## src/rtl/sta_ram_ctrl_if.sv

```systemverilog
// Event stream and host read port of the statistics RAM controller.
// The controller takes the slave side; the event source / host take master.
interface sta_ram_ctrl_if #(
    parameter int ADDR_WIDTH = 4,
    parameter int DATA_WIDTH = 64,
    parameter int INC_WIDTH  = 16
);
    logic                  evt_vld;
    logic                  evt_rdy;
    logic [ADDR_WIDTH-1:0] evt_idx;
    logic [INC_WIDTH-1:0]  evt_inc;
    logic                  host_req;
    logic                  host_clr;
    logic [ADDR_WIDTH-1:0] host_addr;
    logic                  host_ack;
    logic [DATA_WIDTH-1:0] host_data;
    logic                  init_done;

    modport master (
        output evt_vld, evt_idx, evt_inc, host_req, host_clr, host_addr,
        input  evt_rdy, host_ack, host_data, init_done
    );

    modport slave (
        input  evt_vld, evt_idx, evt_inc, host_req, host_clr, host_addr,
        output evt_rdy, host_ack, host_data, init_done
    );
endinterface

```

## src/rtl/sta_ram_ctrl.sv

```systemverilog
// Read-modify-write controller for the statistics counter RAM.
// Zero-fills the RAM after reset, then serves one operation per cycle:
// either a counter increment event or a host read / read-and-clear.
// The RAM read is asynchronous, so each op reads and writes back within
// its single op-stage cycle and back-to-back ops need no forwarding.
module sta_ram_ctrl #(
    parameter int ADDR_WIDTH = 4,
    parameter int DATA_WIDTH = 64,
    parameter int INC_WIDTH  = 16,
    parameter bit SATURATE   = 1'b0
) (
    input  logic                  clk,
    input  logic                  rst_n,
    sta_ram_ctrl_if.slave         bus,
    output logic                  ram_wr_en,
    output logic [ADDR_WIDTH-1:0] ram_wr_addr,
    output logic [DATA_WIDTH-1:0] ram_wr_data,
    output logic [ADDR_WIDTH-1:0] ram_rd_addr,
    input  logic [DATA_WIDTH-1:0] ram_rd_data
);

    typedef enum logic {ST_INIT, ST_RUN} state_t;

    state_t                state;
    logic [ADDR_WIDTH-1:0] init_cnt;
    logic                  init_done;

    // op stage
    logic                  op_vld;
    logic                  op_host;
    logic                  op_clr;
    logic [ADDR_WIDTH-1:0] op_addr;
    logic [INC_WIDTH-1:0]  op_inc;

    logic                  last_host;
    logic                  host_ack;
    logic [DATA_WIDTH-1:0] host_data;

    logic                  host_busy;
    logic                  host_sel;
    logic                  evt_sel;

    // Counter update: wrap modulo 2^DATA_WIDTH, or clamp at all-ones on carry-out.
    function automatic logic [DATA_WIDTH-1:0] add_inc(
        input logic [DATA_WIDTH-1:0] base,
        input logic [INC_WIDTH-1:0]  inc
    );
        logic [DATA_WIDTH:0] sum;
        sum = {1'b0, base} + {{(DATA_WIDTH + 1 - INC_WIDTH){1'b0}}, inc};
        if (SATURATE && sum[DATA_WIDTH])
            return '1;
        return sum[DATA_WIDTH-1:0];
    endfunction

    // Selection: host wins ties unless it was the last op and an event waits,
    // so both sources alternate under contention. A host op stays "in flight"
    // through its op cycle and its ack cycle, where the host drops its request.
    always_comb begin
        host_busy = (op_vld & op_host) | host_ack;
        host_sel  = init_done & bus.host_req & ~host_busy & ~(last_host & bus.evt_vld);
        evt_sel   = init_done & bus.evt_vld & ~host_sel;
    end

    assign bus.evt_rdy   = init_done & ~host_sel;
    assign bus.host_ack  = host_ack;
    assign bus.host_data = host_data;
    assign bus.init_done = init_done;

    // Control FSM: zero-fill sweep, then op issue and host acknowledge.
    always_ff @(posedge clk or negedge rst_n) begin
        if (!rst_n) begin
            state     <= ST_INIT;
            init_cnt  <= '0;
            init_done <= 1'b0;
            op_vld    <= 1'b0;
            op_host   <= 1'b0;
            last_host <= 1'b0;
            host_ack  <= 1'b0;
            host_data <= '0;
        end else begin
            host_ack <= op_vld & op_host;
            if (op_vld && op_host)
                host_data <= ram_rd_data;
            case (state)
                ST_INIT: begin
                    init_cnt <= init_cnt + 1'b1;
                    if (init_cnt == '1) begin
                        state     <= ST_RUN;
                        init_done <= 1'b1;
                    end
                end
                ST_RUN: begin
                    op_vld  <= host_sel | evt_sel;
                    op_host <= host_sel;
                    if (host_sel || evt_sel)
                        last_host <= host_sel;
                end
                default: state <= ST_INIT;
            endcase
        end
    end

    // Op-stage payload; only meaningful while op_vld is set.
    always_ff @(posedge clk) begin
        if (host_sel) begin
            op_addr <= bus.host_addr;
            op_inc  <= '0;
            op_clr  <= bus.host_clr;
        end else begin
            op_addr <= bus.evt_idx;
            op_inc  <= bus.evt_inc;
            op_clr  <= 1'b0;
        end
    end

    assign ram_rd_addr = op_addr;

    // RAM write port: zero-fill during init, otherwise the op stage write-back.
    always_comb begin
        ram_wr_en   = 1'b0;
        ram_wr_addr = op_addr;
        ram_wr_data = add_inc(ram_rd_data, op_inc);
        if (state == ST_INIT) begin
            ram_wr_en   = rst_n;
            ram_wr_addr = init_cnt;
            ram_wr_data = '0;
        end else if (op_vld) begin
            if (!op_host) begin
                ram_wr_en = 1'b1;
            end else if (op_clr) begin
                ram_wr_en   = 1'b1;
                ram_wr_data = '0;
            end
        end
    end

endmodule

```

## src/flat_wrapper.sv

```systemverilog
// flat-port wrapper written by rule: the top's interface ports become plain ports
module sta_ram_ctrl_flat 
#(
    parameter int ADDR_WIDTH = 4,
    parameter int DATA_WIDTH = 64,
    parameter int INC_WIDTH  = 16,
    parameter bit SATURATE   = 1'b0
)
  (clk, rst_n, ram_wr_en, ram_wr_addr, ram_wr_data, ram_rd_addr, ram_rd_data, bus_evt_vld, bus_evt_idx, bus_evt_inc, bus_host_req, bus_host_clr, bus_host_addr, bus_evt_rdy, bus_host_ack, bus_host_data, bus_init_done);
  sta_ram_ctrl_if #(.ADDR_WIDTH(ADDR_WIDTH), .DATA_WIDTH(DATA_WIDTH), .INC_WIDTH(INC_WIDTH)) bus_i ();
  input  logic clk;
  input  logic rst_n;
  output logic ram_wr_en;
  output logic [ADDR_WIDTH-1:0] ram_wr_addr;
  output logic [DATA_WIDTH-1:0] ram_wr_data;
  output logic [ADDR_WIDTH-1:0] ram_rd_addr;
  input  logic [DATA_WIDTH-1:0] ram_rd_data;
  input wire logic [$bits(bus_i.evt_vld)-1:0] bus_evt_vld;
  input wire logic [$bits(bus_i.evt_idx)-1:0] bus_evt_idx;
  input wire logic [$bits(bus_i.evt_inc)-1:0] bus_evt_inc;
  input wire logic [$bits(bus_i.host_req)-1:0] bus_host_req;
  input wire logic [$bits(bus_i.host_clr)-1:0] bus_host_clr;
  input wire logic [$bits(bus_i.host_addr)-1:0] bus_host_addr;
  output wire logic [$bits(bus_i.evt_rdy)-1:0] bus_evt_rdy;
  output wire logic [$bits(bus_i.host_ack)-1:0] bus_host_ack;
  output wire logic [$bits(bus_i.host_data)-1:0] bus_host_data;
  output wire logic [$bits(bus_i.init_done)-1:0] bus_init_done;
  assign bus_i.evt_vld = bus_evt_vld;
  assign bus_i.evt_idx = bus_evt_idx;
  assign bus_i.evt_inc = bus_evt_inc;
  assign bus_i.host_req = bus_host_req;
  assign bus_i.host_clr = bus_host_clr;
  assign bus_i.host_addr = bus_host_addr;
  assign bus_evt_rdy = bus_i.evt_rdy;
  assign bus_host_ack = bus_i.host_ack;
  assign bus_host_data = bus_i.host_data;
  assign bus_init_done = bus_i.init_done;
  sta_ram_ctrl #(.ADDR_WIDTH(ADDR_WIDTH), .DATA_WIDTH(DATA_WIDTH), .INC_WIDTH(INC_WIDTH), .SATURATE(SATURATE)) u_core (.clk(clk), .rst_n(rst_n), .bus(bus_i), .ram_wr_en(ram_wr_en), .ram_wr_addr(ram_wr_addr), .ram_wr_data(ram_wr_data), .ram_rd_addr(ram_rd_addr), .ram_rd_data(ram_rd_data));
endmodule
```

## config.mk

```make
export PLATFORM = sky130hd
export DESIGN_NAME = sta_ram_ctrl_flat
export DESIGN_NICKNAME = d
export VERILOG_FILES = /design/src/rtl/sta_ram_ctrl_if.sv /design/src/rtl/sta_ram_ctrl.sv /design/src/flat_wrapper.sv
export SDC_FILE = /design/constraint.sdc
export NUM_CORES = 1
export LEC_CHECK = 0
export CELL_PAD_IN_SITES_DETAIL_PLACEMENT = 1
export CELL_PAD_IN_SITES_GLOBAL_PLACEMENT = 1
export CORE_ASPECT_RATIO = 2
export CORE_UTILIZATION = 29
export DETAILED_ROUTE_END_ITERATION = 6
export GPL_TIMING_DRIVEN = 0
export HOLD_SLACK_MARGIN = 0.05
export PLACE_DENSITY = 0.78
export SLEW_MARGIN = 20
export SYNTH_ARGS = -nofsm -noshare
export SYNTH_HDL_FRONTEND = slang
export SYNTH_SLANG_ARGS = --single-unit
```

## constraint.sdc

```tcl
create_clock -name clk -period 3.27 [get_ports clk]
set_clock_uncertainty 0.1 [all_clocks]
set_input_delay 0.654 -clock clk [delete_from_list [all_inputs] [get_ports clk]]
set_output_delay 0.654 -clock clk [all_outputs]
set_load 0.02 [all_outputs]
```

## Word level (Yosys, flattened, before mapping)

Index checks and enable logic that the tools add are counted.

- Add/sub/neg operators: 2
- Equal/unequal tests: 1
- Multiplexer cells: 12
- Bitwise operators: 14
- Reduce and logical (&&, ||, !) cells: 4

Operators by type and width:

| operator | count |
|---|---|
| 64-bit 2-to-1 mux | 4 |
| 64-bit by 16-bit adder with 64-bit output | 1 |
| 1-bit AND | 8 |
| 4-bit 2-to-1 mux | 2 |
| 1-bit 2-to-1 mux | 6 |
| 4-bit by 1-bit adder with 4-bit output, second input constant | 1 |
| 4-bit equality test, second input constant | 1 |
| 1-bit NOT | 4 |
| 2-bit AND reduction | 2 |
| 1-bit bitwise OR | 2 |
| 1-bit logical AND | 1 |
| 1-bit logical OR | 1 |

- Register bits: 95
- Bits of input ports: 93
- Output and inout port bits: 140
- Word-level logic and storage cells: 44

## Depth between registers and ports, before layout

Gate-level depths: netlist of run 1.

- Depth after elaboration: 9
- Gate-level depth with buffers: 12
- Mapped depth without buffers: 10

## Worst setup path after synthesis of run 1

Ideal clock, no wire load.

- Path kind: input to output
- From: input port ram_rd_data[0]
- To: output port ram_wr_data[62]
- Arrival: 3.017 ns
- Data required time: 2.516 ns
- Path slack: -0.501 ns
- Cell stages on the path: 11
- Buffers on the path: 1
- Cells stage by stage: ha_1 > inv_1 > fa_1 > nor2b_1 > o31a_1 > o21a_1 > o2111a_2 > o211ai_4 > buf_6 > or4_1 > a21oi_1

- Longest elaborated chain between the ends: 5

Ends and longest elaborated chain:

| element | RTL line | text |
|---|---|---|
| from (decl) | flat_wrapper.sv:17 | `input logic [DATA_WIDTH-1:0] ram_rd_data;` |
| 64-bit by 16-bit adder with 64-bit output (*) | sta_ram_ctrl.sv:49 | `sum = {1'b0, base} + {{(DATA_WIDTH + 1 - INC_WIDTH){1'b0}}, inc};` |
| 64-bit 2-to-1 mux | sta_ram_ctrl.sv:130 | `end else if (op_clr) begin` |
| 64-bit 2-to-1 mux | sta_ram_ctrl.sv:128 | `if (!op_host) begin` |
| 64-bit 2-to-1 mux (*) | sta_ram_ctrl.sv:127 | `end else if (op_vld) begin` |
| 64-bit 2-to-1 mux (*) | sta_ram_ctrl.sv:123 | `if (state == ST_INIT) begin` |
| to (decl) | flat_wrapper.sv:15 | `output logic [DATA_WIDTH-1:0] ram_wr_data;` |

Every way passes the cells marked *; elsewhere a longest branch is shown, timed or not.

## Final worst setup path of run 1

- From: input port ram_rd_data[0]
- To: output port ram_wr_data[48]

Same word-level chain as after synthesis.

==> results of run 1 <==
[flip-flops by register name, indices dropped and copies added, names as in the netlist]
| name | count |
|---|---|
| u_core.bus.init_done | 1 |
| u_core.state | 1 |
| u_core.op_vld | 1 |
| u_core.op_clr | 1 |
| u_core.op_inc | 16 |
| u_core.last_host | 1 |
| u_core.ram_rd_addr | 4 |
| u_core.init_cnt | 4 |
| u_core.bus.host_data | 64 |
| u_core.op_host | 1 |
| u_core.bus.host_ack | 1 |
[power groups by stage]
stage                     Sequential (mW)  Combinational (mW)  Clock [mW]
after global routing                 1.94                3.60        1.22
final                                1.88                3.41        1.16
after global placement               1.86                3.11           0
after detailed placement             1.88                3.16           0
after floorplan                      2.38                1.07           0
after CTS                            1.88                3.34        1.19
[synthesized netlist by cell type (6+ instances only)]
cell type	number	area [um^2]
o21ai_1	8	40.0
nand2_1	34	128
o21ai_0	26	130
and2_1	21	131
inv_1	20	75.1
ha_1	17	213
or3_1	14	87.6
xnor2_1	16	140
nand3_1	21	105
o211ai_1	13	97.6
nor2_1	51	191
dfrtp_1	74	1850
xor2_1	18	158
o21a_1	6	45.0
or4_1	11	82.6
dfxtp_1	21	420
mux2_2	65	732
nor3_1	13	65.1
o31ai_1	11	82.6
a21oi_1	38	190
nand4_1	9	56.3
clkbuf_1	20	75.1
and3_1	9	56.3
[layer usage]
| layer | share of wire | wire length (um) |
|---|---|---|
| met3 | 0.042 | 1080 |
| met2 | 0.58 | 15200 |
| met4 | 0.057 | 1480 |
| met5 | 0 | 0 |
| met1 | 0.32 | 8230 |
[kinds of logic (layout without fill, tap and decap cells)]
| group | Yosys count | after routing |
|---|---|---|
| AND/OR/NAND/NOR | 205 | 205 |
| AO/OA/AOI/OAI | 129 | 130 |
| flip-flops | 95 | 95 |
| multiplexers | 67 | 67 |
| buffers and inverters | 47 | 358 |
| XOR/XNOR | 34 | 34 |
| adder cells (fa/ha/maj) | 18 | 18 |
[worst register-to-register path, delay by kind of cell (launching register included)]
| family | cells | cell delay [ns] |
|---|---|---|
| simple gates | 3 | 0.61 |
| buf+inv | 2 | 0.46 |
| flops | 1 | 0.43 |
| mux | 1 | 0.36 |
[how the worst max path moves through the flow]
stage          slack, ns  depth (start not counted)             start              end
6_report           -0.63                         13    ram_rd_data[0]  ram_wr_data[48]
5_1_grt            -0.69                         13    ram_rd_data[0]  ram_wr_data[48]
4_1_cts            -0.66                         12  u_core.op_inc[0]  ram_wr_data[48]
3_5_place_dp       -1.81                         13    ram_rd_data[0]  ram_wr_data[46]
3_3_place_gp       -2.37                          4             rst_n        ram_wr_en
2_1_floorplan      -0.27                         11    ram_rd_data[0]  ram_wr_data[62]
[timing repair]
item | in CTS | in global routing
gates resized for setup | 539 | 65
pin swaps | 70 | 52
endpoints found under the hold margin | 0 | 0
setup endpoints to repair | 64 | 61
buffers inserted | 45 | 21
cloned | 3 | 1
[metrics by stage]
stage / power (mW) / setup TNS, ns / cell area (um^2) / hold slack, ns
2_1_floorplan: 3.45 / -3.54 / 6040 / 0.258
3_3_place_gp: 4.97 / -199.32 / 8670 / 0.363
3_5_place_dp: 5.04 / -81.36 / 8700 / 0.374
4_1_cts: 6.41 / -21.12 / 10100 / 0.153
5_1_grt: 6.77 / -27.15 / 10400 / 0.175
6_report: 6.45 / -23.66 / 10400 / 0.149
[cells in the final DEF, fill, tap and decap left out, drive strengths merged, types with 13 or more instances in the layout]
| master | synthesis | final |
|---|---|---|
| buf | 7 | 138 |
| clkdlybuf4s50 | 0 | 131 |
| dfrtp | 74 | 74 |
| mux2 | 65 | 65 |
| nor2 | 52 | 52 |
| a21oi | 39 | 39 |
| clkbuf | 20 | 36 |
| nand2 | 35 | 35 |
| o21ai | 34 | 34 |
| inv | 20 | 22 |
| and2 | 21 | 21 |
| dlygate4sd2 | 0 | 21 |
| dfxtp | 21 | 21 |
| nand3 | 21 | 21 |
| xor2 | 18 | 18 |
| ha | 17 | 17 |
| xnor2 | 16 | 16 |
| o211ai | 14 | 15 |
| or3 | 14 | 14 |
| nor3 | 13 | 13 |
[cell type report]
type                            instances  area, um^2  share of cell area
Timing Repair Buffer                  297        2880               0.278
Inverter                               20        75.1             0.00725
Sequential cell                        95        2270               0.220
Clock inverter                          5        63.8             0.00616
Buffer                                 25         184              0.0178
Multi-Input combinational cell        454        4300               0.415
Clock buffer                           11         253              0.0244
Tap cell                              259         324              0.0313
==> impl_metrics.yaml, run 1 <==
synth:
  ys_ff_latch: 95
  synth-adder-area-share: 0.0411
  synth_async_sr_flop_share: 0.779
  synth_edf_count: 0
  synth_warnings: 0
  synthFlopType: "dfrtp_1"
  synth.distinct_cells: 57
  syn_area_mm2: 0.00566
  synthCells: 595
  synthMuxAreaShare: 0.133
  synth_top_family_by_area: "simple AND/OR/NAND/NOR gates"
  yosysSeqAreaShare: 0.401
  synth-xor-area-share: 0.0526
  synthesis.nets: 706
  synth-compound-area-share: 0.149
  syn_avg_cell_area_um2: 9.52
  synthSimpleGateAreaFrac: 0.188
cells_and_area:
  utilization: 0.539
  final_nets: 1013
  drive_gt1_frac: 0.440
  n_antenna_cell: 0
  fin_cells: 1166
  fillers: 2045
  syn2layout_area_growth_pct: 82.8
clock_network:
  cts_hold_buffers: 0
  htree_levels: 3
  cts_tree: "built"
  clock_latency_ns: 0.37
  cts_root_buffer: "clkbuf_16"
  cts_buffer_depth: 2
  cts_buffers: 9
  cts.sinks: 95
  clk_pin_slew_worst_paths_ns: 0.06
floorplan:
  dieArea_mm2: 0.0201
  die_h_um: 200
  coreArea_mm2: 0.0192
  io_pins: 233
  start_util: 0.295
  fp-row-count: 72
  dieWidth_um: 101
pwr:
  power.density_mw_per_mm2: 623
  internal-power_mw: 3.95
  netSwitchingPower_mw: 2.50
  p_comb_frac: 0.529
  p_leak_nw: 4.14
  sw_frac_of_total: 0.387
  peakVddDrop_mv: 0.452
  pwr-share-seq: 0.292
  p_clk_frac: 0.179
worst_setup_path:
  crit_family: "compound AO/OA/AOI/OAI gates"
  rr_startpoint: "u_core.op_vld"
  start_kind: "primary input"
  arrival_ns: 3.15
  end_kind: "output port"
  max_stage_delay_ns: 0.49
  cp_num_buf_inv: 4
  reg2reg_setup_slack_ns: 1.20
  path_cells: "buf_8 -> ha_4 -> inv_2 -> fa_2 -> nor2b_4 -> o31a_1 -> o21a_2 -> o2111a_2 -> o211ai_4 -> buf_12 -> or4_4 -> a21oi_4 -> buf_6"
  slowest_stage: "or4_4"
  required_ns: 2.52
  worst-r2r-cell-count: 6
  path_class: "primary input to output port"
  path_max_fanout: 5
  reg2reg_to: "u_core.ram_rd_addr[2]"
sta:
  timing.final.crit_share: 1.19
  maxSlewHeadroom: 0.390
  hold_violations: 0
  worst_slew_pin_slew_ns: 0.916
  rsz0062_at_grt: "yes"
  setup_viol: 51
  final-max-slew-violation-count: 0
  fin_crit_ns: 3.90
  max_freq_mhz: 256
  setup_ws_ns: -0.631
placed_design:
  numPortBuffers: 231
  placedCellCount: 1086
  routabilityCongestion: 0.829
  dp_slack_ns: -1.81
  place_hpwl_um: 18300
global_route:
  antenna_found_initial: 0
  use_met3: 0.0483
  busiest_layer: "met2"
  met2_usage: 0.517
  overflow: 0
  grt_pass1_vias: 6840
  grt_usage: 0.262
  use_met1: 0.228
  grt_max_degree: 43
  grt_pass1_wl_um: 38600
routing:
  wl_per_cell_um: 22.3
  firstDrtPassIters: 4
  ant_nets: 0
  remaining_drc_errors: 0
  drt_iter0_drc: 175
  via_count: 6149
  routed_wl_um: 26000
  post_drt_via_cell_ratio: 5.27
run:
  maxCapViolCount: 0
status:
  status: "finished, violations left"
  violations: "negative setup slack"
worst_hold_path:
  hp-class: "primary input to asynchronous set/reset pin"
(Power assumes the default switching activity.)
==> run 2, diff against run 1 <==
- SKIP_LAST_GASP: unset -> 1
==> run 2 against run 1 <==
  * The flow still finishes with violations (negative setup slack)
  * Critical path type unchanged
  * Critical endpoint is now ram_wr_data[58]
  * Final cell count hardly changed
  * Hold slack improved by 0.0033 ns
  * Largest cell class unchanged
  * Register-to-register slack barely moved
  * Wire length increased by 0.42%
  * First-iteration DRC count shrank 1.7%
  * Sequential share of layout area barely moved
  * Utilization about the same
==> impl_metrics.yaml, run 2 (synthesis gave the netlist of run 1 again) <==
routing:
  ant_nets: 0
  routed_wl_um: 26100
  remaining_drc_errors: 0
  post_drt_via_cell_ratio: 5.26
  firstDrtPassIters: 4
  wl_per_cell_um: 22.4
  via_count: 6123
  drt_iter0_drc: 172
sta:
  maxSlewHeadroom: 0.390
  final-max-slew-violation-count: 0
  tns_ns: -23.27
  worst_slew_pin_slew_ns: 0.915
  rsz0062_at_grt: "yes"
  setup_ws_ns: -0.635
  timing.final.crit_share: 1.19
  max_freq_mhz: 256
  hold_violations: 0
  setup_viol: 50
  fin_crit_ns: 3.91
worst_setup_path:
  cp_common_cell: "buf_8"
  start_kind: "primary input"
  path_cells: "buf_8 -> ha_4 -> inv_2 -> fa_2 -> nor2b_4 -> o31a_1 -> o21a_2 -> o2111a_2 -> o211ai_4 -> buf_12 -> buf_8 -> or3_4 -> a21oi_4 -> buf_6"
  arrival_ns: 3.15
  slowest_stage: "fa_2"
  path_class: "primary input to output port"
  reg2reg_setup_slack_ns: 1.20
  path_max_fanout: 5
  max_stage_delay_ns: 0.36
  end_kind: "output port"
  required_ns: 2.52
floorplan:
  io_pins: 233
  start_util: 0.295
  dieArea_mm2: 0.0201
  die_h_um: 200
  dieWidth_um: 101
  coreArea_mm2: 0.0192
  fp-row-count: 72
pwr:
  netSwitchingPower_mw: 2.50
  p_clk_frac: 0.178
  power.density_mw_per_mm2: 624
  peakVddDrop_mv: 0.442
  fin_total_pwr_mw: 6.46
  sw_frac_of_total: 0.387
  p_comb_frac: 0.530
  internal-power_mw: 3.96
  p_leak_nw: 4.16
  pwr-share-seq: 0.292
clock_network:
  cts_tree: "built"
  clk_pin_slew_worst_paths_ns: 0.07
  cts_buffer_depth: 2
  cts_buffers: 9
  cts_root_buffer: "clkbuf_16"
  clock_latency_ns: 0.37
  cts_hold_buffers: 0
  cts.sinks: 95
  htree_levels: 3
run:
  maxCapViolCount: 0
worst_hold_path:
  hp-class: "primary input to asynchronous set/reset pin"
status:
  status: "finished, violations left"
  violations: "negative setup slack"
global_route:
  antenna_found_initial: 0
  overflow: 0
  grt_max_degree: 43
  grt_usage: 0.261
  grt_pass1_vias: 6800
  grt_pass1_wl_um: 38600
cells_and_area:
  reg_top3: "u_core.bus.host_data (64), u_core.op_inc (16)"
  syn2layout_area_growth_pct: 82.7
  utilization: 0.539
  fin_cells: 1165
  final_common_cell: "clkdlybuf4s50_1"
  largest-register: "u_core.bus.host_data"
  drive_gt1_frac: 0.437
  fillers: 2037
  n_antenna_cell: 0
  final_nets: 1012
  layout_common_cells: "131 x clkdlybuf4s50_1, 74 x dfrtp_1, 71 x buf_4"
  largest_reg_flops: 64
placed_design:
  numPortBuffers: 231
  routabilityCongestion: 0.829
  placedCellCount: 1086
  place_hpwl_um: 18300
-- run 2: power groups by stage --
| stage | Combinational [mW] | Clock [mW] | Sequential, mW |
|---|---|---|---|
| finish | 3.43 | 1.15 | 1.88 |
| global route | 3.61 | 1.22 | 1.94 |
| CTS | 3.33 | 1.19 | 1.88 |
| detailed placement | 3.16 | 0 | 1.88 |
| global placement | 3.11 | 0 | 1.86 |
| floorplan | 1.07 | 0 | 2.38 |
-- run 2: stage by stage --
| step | setup slack [ns] | cell area [um^2] | hold WS (ns) |
|---|---|---|---|
| finish | -0.635 | 10300 | 0.153 |
| global route | -0.714 | 10300 | 0.174 |
| CTS | -0.667 | 9990 | 0.153 |
| detailed placement | -1.81 | 8700 | 0.374 |
| global placement | -2.37 | 8670 | 0.363 |
| floorplan | -0.275 | 6040 | 0.258 |
-- run 2: what timing repair did --
| action | in CTS | in global routing |
|---|---|---|
| pin swaps | 67 | 58 |
| buffers inserted | 45 | 21 |
| setup endpoints to repair | 64 | 61 |
| gates cloned | 3 | 1 |
| resized for setup | 518 | 80 |
| endpoints found under the hold margin | 0 | 0 |
-- run 2: cell type report --
cell class              count  area (um^2)  area share
multi-input cells         454         4300       0.416
inverters                  20         75.1     0.00725
flip-flops and latches     95         2270       0.220
plain buffers              25          185      0.0179
clock inverters             5         63.8     0.00617
well taps                 259          324      0.0313
clock buffers              11          253      0.0244
repair buffers            296         2870       0.277
-- run 2: path summary, 6_finish.rpt --
check                                    startpoint                       end  cells past startpoint
setup / recovery                     ram_rd_data[0]           ram_wr_data[58]                     14
hold / removal                                rst_n  u_core.bus.host_data[19]                      1
setup reg to reg                      u_core.op_vld     u_core.ram_rd_addr[2]                      6
hold reg to reg            u_core.bus.host_data[47]  u_core.bus.host_data[47]                      2
max in group asynchronous                     rst_n  u_core.bus.host_data[63]                      2
min in group clk           u_core.bus.host_data[47]  u_core.bus.host_data[47]                      2
-- run 2: per-layer routing --
metal,vias up,wire [um],global-route usage
met5,-,0,0
li1,2765,-,-
met1,3069,8260,0.230
met3,78,978,0.0472
met4,0,1480,0.167
met2,211,15400,0.520
-- run 2: critical path: cells and delay by family --
kind | cells | cell delay, ns
AOI/OAI and AO/OA | 5 | 0.98
buffers and inverters | 5 | 0.54
adders and majority gates | 2 | 0.48
and+or+nand+nor | 2 | 0.47
==> run 3, diff against run 2 <==
- CORE_ASPECT_RATIO: 2 -> 0.7
- CORE_UTILIZATION: 29 -> 34
- PLACE_DENSITY: 0.78 -> 0.86
- SKIP_LAST_GASP: 1 -> unset
- clock period: 3.27 -> 5.03 ns (I/O delays scaled with it)
==> run 3 against run 2 <==
  * Flip-flop and latch count unchanged
  * Power down 38%
  * Critical endpoint is now ram_wr_data[50]
  * Register-to-register slack better by 1.2 ns
  * The run now ends clean
  * Via count down 4.4%
  * Clock power shrank 36%
  * Utilization is 0.94 points higher
  * Count of clock-buffer cells in the layout down 2
  * Sequential power decreased by 36%
==> impl_metrics.yaml, run 3 (synthesis gave the netlist of run 1 again) <==
status:
  status: "finished clean"
clock_network:
  htree_levels: 3
  clk_pin_slew_worst_paths_ns: 0.07
  cts_buffers: 9
  clock_latency_ns: 0.36
  cts_tree: "built"
  cts_hold_buffers: 0
  cts_root_buffer: "clkbuf_16"
  cts_buffer_depth: 2
  cts.sinks: 95
cells_and_area:
  fin_cells: 1091
  stdcell_area_mm2: 0.00894
  reg_top3: "u_core.bus.host_data (64), u_core.op_inc (16)"
  final_common_cell: "clkdlybuf4s50_1"
  n_antenna_cell: 0
  final_nets: 972
  drive_gt1_frac: 0.210
  largest-register: "u_core.bus.host_data"
  largest_reg_flops: 64
  syn2layout_area_growth_pct: 57.9
  layout_common_cells: "176 x clkdlybuf4s50_1, 74 x dfrtp_1, 65 x mux2_2"
pwr:
  netSwitchingPower_mw: 1.52
  peakVddDrop_mv: 0.278
  fin_total_pwr_mw: 3.98
  p_comb_frac: 0.511
  p_clk_frac: 0.184
  p_leak_nw: 3.59
  internal-power_mw: 2.46
  sw_frac_of_total: 0.382
  pwr-share-seq: 0.304
  power.density_mw_per_mm2: 445
routing:
  via_count: 5855
  post_drt_via_cell_ratio: 5.37
  drt_iter0_drc: 249
  wl_per_cell_um: 21.2
  firstDrtPassIters: 5
  routed_wl_um: 23200
  ant_nets: 0
  remaining_drc_errors: 0
placed_design:
  numPortBuffers: 231
  dp_slack_ns: -0.875
  placedCellCount: 1052
  routabilityCongestion: 0.826
  place_hpwl_um: 16900
  placed_area_mm2: 0.00827
worst_setup_path:
  cp_common_cell: "buf_4"
  path_class: "primary input to output port"
  cp_num_buf_inv: 4
  end_kind: "output port"
  slowest_stage: "or4_1"
  path_cells: "clkdlybuf4s50_1 -> ha_1 -> clkbuf_4 -> nand3_1 -> nor3_1 -> o21a_1 -> o2111a_2 -> o211ai_4 -> buf_4 -> or4_1 -> a21oi_1 -> buf_4"
  required_ns: 3.92
  arrival_ns: 3.90
  start_kind: "primary input"
  crit_family: "buffers and inverters"
  max_stage_delay_ns: 0.48
  path_max_fanout: 7
global_route:
  grt_pass1_vias: 6083
  grt_max_degree: 40
  overflow: 0
  grt_usage: 0.267
  grt_pass1_wl_um: 34300
  antenna_found_initial: 0
floorplan:
  die_h_um: 110
  start_util: 0.347
  io_pins: 233
  dieArea_mm2: 0.0172
  coreArea_mm2: 0.0163
  dieWidth_um: 156
  fp-row-count: 39
sta:
  setup_ws_ns: 0.0205
  final-max-slew-violation-count: 0
  hold_ws_ns: 0.396
  maxSlewHeadroom: 0.402
  timing.final.crit_share: 0.996
  rsz0062_at_grt: "yes"
  setup_viol: 0
  max_freq_mhz: 200
  fin_crit_ns: 5.01
  hold_violations: 0
  worst_slew_pin_slew_ns: 0.898
worst_hold_path:
  hp-class: "flop to flop"
run:
  maxCapViolCount: 0
run 3: changes by cell type in the layout (fill, tap and decap cells not counted), moves of 14 or more:
| cell | previous run | this run |
|---|---|---|
| clkdlybuf4s50_1 | 131 | 176 |
| buf_4 | 71 | 28 |
| buf_6 | 47 | 6 |
| a21oi_1 | 1 | 29 |
| a21oi_4 | 25 | 2 |
| nor2_1 | 35 | 49 |
run 3: final timing paths:
kind                       slack (ns)                      from  cells past startpoint                       end
hold reg to reg                  0.40  u_core.bus.host_data[27]                      2  u_core.bus.host_data[27]
setup reg to reg                 2.41             u_core.op_vld                      6     u_core.ram_rd_addr[2]
hold / removal                   0.40  u_core.bus.host_data[27]                      2  u_core.bus.host_data[27]
max in group asynchronous        3.69                     rst_n                      2            u_core.op_host
setup / recovery                 0.02           ram_rd_data[11]                     12           ram_wr_data[50]
min in group asynchronous        0.51                     rst_n                      1  u_core.bus.host_data[24]
run 3: power by group through the flow:
stage | combinational (mW) | clock, mW | sequential [mW]
after floorplan | 0.662 | 0 | 1.54
after global placement | 1.97 | 0 | 1.20
after detailed placement | 2.00 | 0 | 1.22
after CTS | 2.02 | 0.755 | 1.21
after global routing | 2.16 | 0.782 | 1.25
final | 2.04 | 0.734 | 1.21
run 3: per-stage QoR:
stage | util | setup TNS (ns)
3_5_place_dp | 0.508 | -20.25
4_1_cts | 0.540 | -0.0145
5_1_grt | 0.549 | -0.0797
3_3_place_gp | 0.507 | -24.03
6_report | 0.549 | 0
2_1_floorplan | - | 0
run 3: metal layers:
layer | share of wire | global-route usage
met1 | 0.45 | 0.355
met2 | 0.45 | 0.424
met3 | 0.080 | 0.0747
met4 | 0.017 | 0.0784
met5 | 0 | 0
run 3: area by class of cell:
class | count | area (um^2)
Tap cell | 225 | 282
Buffer | 27 | 136
Clock buffer | 9 | 225
Clock inverter | 7 | 86.3
Inverter | 20 | 75.1
Sequential cell | 95 | 2270
Fill cell | 1857 | 7350
Timing Repair Buffer | 254 | 2430
Multi-Input combinational cell | 454 | 3440
run 3: worst min-delay path: cells and delay by family (launching register included):
family,cells,cell delay (ns)
DFF,1,0.35
AOI/OAI and AO/OA,1,0.06
and+or+nand+nor,1,0.05
run 3: repair_timing:
action,in CTS,in global routing
gates cloned,2,0
buffers inserted,16,5
resized for setup,144,40
endpoints found under the setup margin,50,29
pin swaps,16,13
